## src/rtl/mux_pkg.sv

```systemverilog
// Shared definitions for the word multiplexers: select codes and default datapath width.
// Select codes are reverse-ordered: code 0 picks h, code 7 picks a.
package mux_pkg;

  localparam int DATA_W = 32;

  localparam logic [2:0] SEL_H = 3'd0;
  localparam logic [2:0] SEL_G = 3'd1;
  localparam logic [2:0] SEL_F = 3'd2;
  localparam logic [2:0] SEL_E = 3'd3;
  localparam logic [2:0] SEL_D = 3'd4;
  localparam logic [2:0] SEL_C = 3'd5;
  localparam logic [2:0] SEL_B = 3'd6;
  localparam logic [2:0] SEL_A = 3'd7;

endpackage

```

## src/rtl/mux4_to_1_comb.sv

```systemverilog
// Combinational WIDTH-bit 4:1 multiplexer; in_k is chosen when sel == k.
// An unknown select drives all-X in simulation and is a don't-care in synthesis.
module mux4_to_1_comb
  import mux_pkg::*;
#(
  parameter int WIDTH = DATA_W
) (
  input  logic [WIDTH-1:0] in0,
  input  logic [WIDTH-1:0] in1,
  input  logic [WIDTH-1:0] in2,
  input  logic [WIDTH-1:0] in3,
  input  logic [1:0]       sel,
  output logic [WIDTH-1:0] y
);

  always_comb begin
    y = {WIDTH{1'bx}};
    case (sel)
      2'd0:    y = in0;
      2'd1:    y = in1;
      2'd2:    y = in2;
      2'd3:    y = in3;
      default: y = {WIDTH{1'bx}};
    endcase
  end

endmodule

```

## src/rtl/mux8_to_1.sv

```systemverilog
// Registered 8:1 word multiplexer built from two 4:1 halves; s2 picks the half.
// Optional even-parity output z_par when MUX8_TO_1_PARITY_EN is defined.
module mux8_to_1
  import mux_pkg::*;
#(
  parameter int WIDTH = DATA_W
) (
  input  logic             clk,
  input  logic             rst,
  output logic [WIDTH-1:0] z,
`ifdef MUX8_TO_1_PARITY_EN
  output logic             z_par,
`endif
  input  logic [WIDTH-1:0] a,
  input  logic [WIDTH-1:0] b,
  input  logic [WIDTH-1:0] c,
  input  logic [WIDTH-1:0] d,
  input  logic [WIDTH-1:0] e,
  input  logic [WIDTH-1:0] f,
  input  logic [WIDTH-1:0] g,
  input  logic [WIDTH-1:0] h,
  input  logic             s2,
  input  logic             s1,
  input  logic             s0
);

  // No valid/ready handshake: the block accepts inputs every cycle and z is
  // valid from the first edge after reset is released.

  logic [WIDTH-1:0] low_pick;
  logic [WIDTH-1:0] high_pick;
  logic [WIDTH-1:0] pick;

  // Low half covers codes SEL_H..SEL_E, high half SEL_D..SEL_A.
  mux4_to_1_comb #(.WIDTH(WIDTH)) u_low (
    .in0 (h),
    .in1 (g),
    .in2 (f),
    .in3 (e),
    .sel ({s1, s0}),
    .y   (low_pick)
  );

  mux4_to_1_comb #(.WIDTH(WIDTH)) u_high (
    .in0 (d),
    .in1 (c),
    .in2 (b),
    .in3 (a),
    .sel ({s1, s0}),
    .y   (high_pick)
  );

  // case rather than ?: so an X on s2 yields all-X instead of a bitwise merge.
  always_comb begin
    pick = {WIDTH{1'bx}};
    case (s2)
      1'b0:    pick = low_pick;
      1'b1:    pick = high_pick;
      default: pick = {WIDTH{1'bx}};
    endcase
  end

  always_ff @(posedge clk) begin
    if (rst) begin
      z <= '0;
    end else begin
      z <= pick;
    end
  end

`ifdef MUX8_TO_1_PARITY_EN
  always_ff @(posedge clk) begin
    if (rst) begin
      z_par <= 1'b0;
    end else begin
      z_par <= ^pick;
    end
  end
`endif

endmodule

```

## config.mk

```make
export PLATFORM = sky130hd
export DESIGN_NAME = mux8_to_1
export DESIGN_NICKNAME = d
export VERILOG_FILES = /design/src/rtl/mux_pkg.sv /design/src/rtl/mux4_to_1_comb.sv /design/src/rtl/mux8_to_1.sv
export SDC_FILE = /design/constraint.sdc
export NUM_CORES = 1
export LEC_CHECK = 0
export CORE_AREA = 2 2 115 117
export DETAILED_ROUTE_END_ITERATION = 8
export DIE_AREA = 0 0 117 119
export DONT_BUFFER_PORTS = 1
export PLACE_DENSITY = 0.31
export SLEW_MARGIN = 20
export SYNTH_ARGS = -nofsm -noshare
export SYNTH_HDL_FRONTEND = slang
export SYNTH_SLANG_ARGS = --single-unit
```

## constraint.sdc

```tcl
create_clock -name clk -period 1.9 [get_ports clk]
set_input_delay 0.475 -clock clk [delete_from_list [all_inputs] [get_ports clk]]
set_output_delay 0.475 -clock clk [all_outputs]
set_load 0.02 [all_outputs]
```

After elaboration in Yosys (flattened, before gate mapping)
Index checks and enable logic that the tools add are counted.
Operators by class
  add/subtract/negate cells: 0
  multiply operators: 0
  div/mod/pow operators: 0
  magnitude comparators: 0
  equal/unequal tests: 3
  shift-type cells: 0
  muxes and demuxes: 3
  bitwise operators: 1
  reduce and logical (&&, ||, !) cells: 1
Operators by type and width (number)
  case mux 32 bit (4 select lines): 2
  case mux 32 bit (2 select lines): 1
  == test 2 bit, second input constant: 2
  == test 2 x 1 -> 1 bit, second input constant: 1
  zero test 2 bit: 1
  inverter 1 bit: 1
Storage, ports and cells
  flip-flop bits (word level): 32
  bits in latches: 0
  memory bits (writable): 0
  ROM bits: 0
  bits of input ports: 261
  output and inout port bits: 32
  logic and storage cells: 9
  memories kept: 0

Longest topological paths before layout
  depth after elaboration: 3
  gate-level depth with buffers: 5
  gate-level depth less buffers: 3

By module
From an unflattened synthesis, not the netlist that was laid out.
Second synthesis, totals
  cell total of the unflattened synthesis: 181
  area, all modules: 2792.7 µm²
By module, submodules not included
  mux4_to_1_comb: times used 2, cells each 39, area an instance 814.5 µm²
  mux8_to_1: times used 1, cells each 103, area an instance 1163.6 µm²

Worst setup path after synthesis
No wires, ideal clock.
  kind: input port to flip-flop
  start point: input s2
  end point: register z[0]
  library setup time: 0.128 ns
  arrival time: 1.467 ns
  required time: 1.772 ns
  path slack: 0.305 ns
  stages: 5
  buffers on the path: 2
  path through: buf_6 > buf_8 > mux4_2 > mux2i_1 > nor2_1
Between the ends
  cells in the longest elaborated chain, start to end: 2
Ends and longest elaborated chain
  start: declaration: RTL line mux8_to_1.sv:22  | input logic s2,
  inverter 1 bit: RTL line mux8_to_1.sv:56  | case (s2)
  case mux 32 bit (2 select lines) (*): RTL line mux8_to_1.sv:56
  end signal: assignment: RTL line mux8_to_1.sv:67  | z <= pick;
  end: declaration: RTL line mux8_to_1.sv:10  | output logic [WIDTH-1:0] z,
Mark *: on every way between the ends. The rest lies on a longest branch, timed or not.
A chain may end at the register's enable or synchronous reset.

Worst setup path after layout
  start point: register z[3]
  end point: output z[3]
No word-level cell between the ends.

==> out/metrics.csv <==
metric;value;unit
status;complete, no violations;
final worst path period need;1.22;ns
final worst slack;0.683;ns
Iter 0 DRT Violations;42;
Fmax achieved;822;MHz
flops & latches, synth;32;
count of final hold-check violations;0;
Avg WL per Cell;27.5;um
Slew @ Worst Pin;0.271;ns
post-synth top area cell;mux4_2;
Final setup viols;0;
CTS Buf Count;5;
Core Area;0.0129;mm2
row cnt;42;
area grow syn2layout;7.30;%
Critical Path Sink Type;output pin;
Most Crowded Layer GR;met2;
CP required;1.42;ns
TritonCTS clock tree;built;
max_cap viols;0;
total congestion overflow;0;
IO Pins;293;
Die ar.;0.0139;mm2
TritonRoute pass-1 iters;4;
placed cell count;336;
Netlist Area Pre-Place;0.00271;mm2
worst vdd ir;0.000289;V
CTS Hold Bufs;0;
Yosys top cell area share;52.4;%
Final Instance Area;0.00291;mm2
fin. max-slew vios;0;
largest reg by FF count;z;
Die Y;119;um
synth top area cells;mux4_2 52%, dfxtp_1 24%, mux2i_1 12%;
Root Buffer;clkbuf_16;
post-placement worst setup slack;0.549;ns
PD cells;696;mW/mm2
vias per cell;5.13;
GRT met3 Usage;4.48;%
Tightest Hold Check Type;in -> reg;
Die Span X;117;um
ANT nets after route;0;
H-tree Lvls;2;
Nets;428;
vias in the first global route;2124;
period utilization;64.1;%
Arr. time, crit path;0.74;ns
post_cts resized;0;
CP Class;reg -> out;
met2 Track Usage GR;23.7;%
clk buf depth;2;
RSZ-0062 raised after global routing;no;
largest fanout on the critical path;1;
relative slew slack;81.9;%
drt total wl;9580;um
met1 Track Usage GR;12.5;%
share of cells above drive strength 1;42.3;%
leak pwr;1.01;nW
Synth cell types;11;
post-CTS setup buffers;0;
vias;1784;
gpl congestion;0.790;
Non-Filler Instances;348;
post-synthesis sequential area ratio;23.7;%
Syn Inst Count;181;
max reg flops;32;
Largest regs;z x32;
Port Buf Inserts;0;
synth warn;0;
clk slew on worst S/H paths;0.06;ns
CTS sink cnt;32;
Post-Syn Area per Cell;15.0;um2
GRT Total Usage;12.8;%
pin count of the biggest net entering global routing;65;
Synth Net Count;442;
CP startpoint kind;register;
post-route setup TNS;0;ns
hpwl dp;8050;um
drc violations;0;
Post-Place Cell Area;0.00275;mm2
Starting Density;21.0;%
first-pass GRT wire length;12800;um
antenna violations before repair;4;
[final timing paths]
kind  start     to  slack, ns  cells past startpoint
min     rst  z[25]       0.26                      1
max    z[3]   z[3]       0.68                      0
[synthesized netlist by cell type]
cell       n
buf_2      9
mux4_1     1
clkbuf_1   4
buf_6      1
mux4_2    63
buf_12     3
buf_8      3
dfxtp_1   32
mux2i_1   32
nor2_1    32
clkbuf_2   1
[cells by family after synthesis]
family                 Yosys count  share of synthesized area, %
AND/OR/NAND/NOR                 32                          4.44
flip-flops                      32                          23.7
buffers and inverters           21                          6.70
multiplexers                    96                          65.2
[cell type report]
| cell class | instances | area, um2 |
|---|---|---|
| flip-flops and latches | 32 | 641 |
| clock buffers | 6 | 139 |
| fillers | 1344 | 9970 |
| diodes | 4 | 10.0 |
| clock inverters | 2 | 10.0 |
| multi-input cells | 128 | 1890 |
| well taps | 176 | 220 |
[report_power, final]
part	switching (mW)	internal (mW)	total, mW
sequential	0.112	0.737	0.848
combinational	0.0914	0.271	0.362
clock	0.295	0.516	0.811
[per-stage QoR]
step                      hold slack [ns]  util [%]  power, mW
after floorplan                     0.547         -       1.27
after global placement              0.553      21.3       1.23
after detailed placement            0.554      21.3       1.23
after CTS                           0.253      22.5       2.07
after global routing                0.254      22.5       2.12
final                               0.263      22.6       2.02
[placed cells by master (no fill, tap or decap)]
cell type,count
diode_2,4
mux2i_1,32
mux4_1,1
mux4_2,63
dfxtp_1,32
clkbuf_8,1
clkinv_2,2
clkbuf_16,5
nor2_1,32
[layer usage]
layer | vias up | share of wire (%) | wire, um
met2 | 172 | 54 | 5210
met5 | - | 0 | 0
met3 | 8 | 10 | 964
met1 | 879 | 34 | 3240
li1 | 725 | - | -
met4 | 0 | 1.7 | 164
Power figures use the tool's default switching activity.
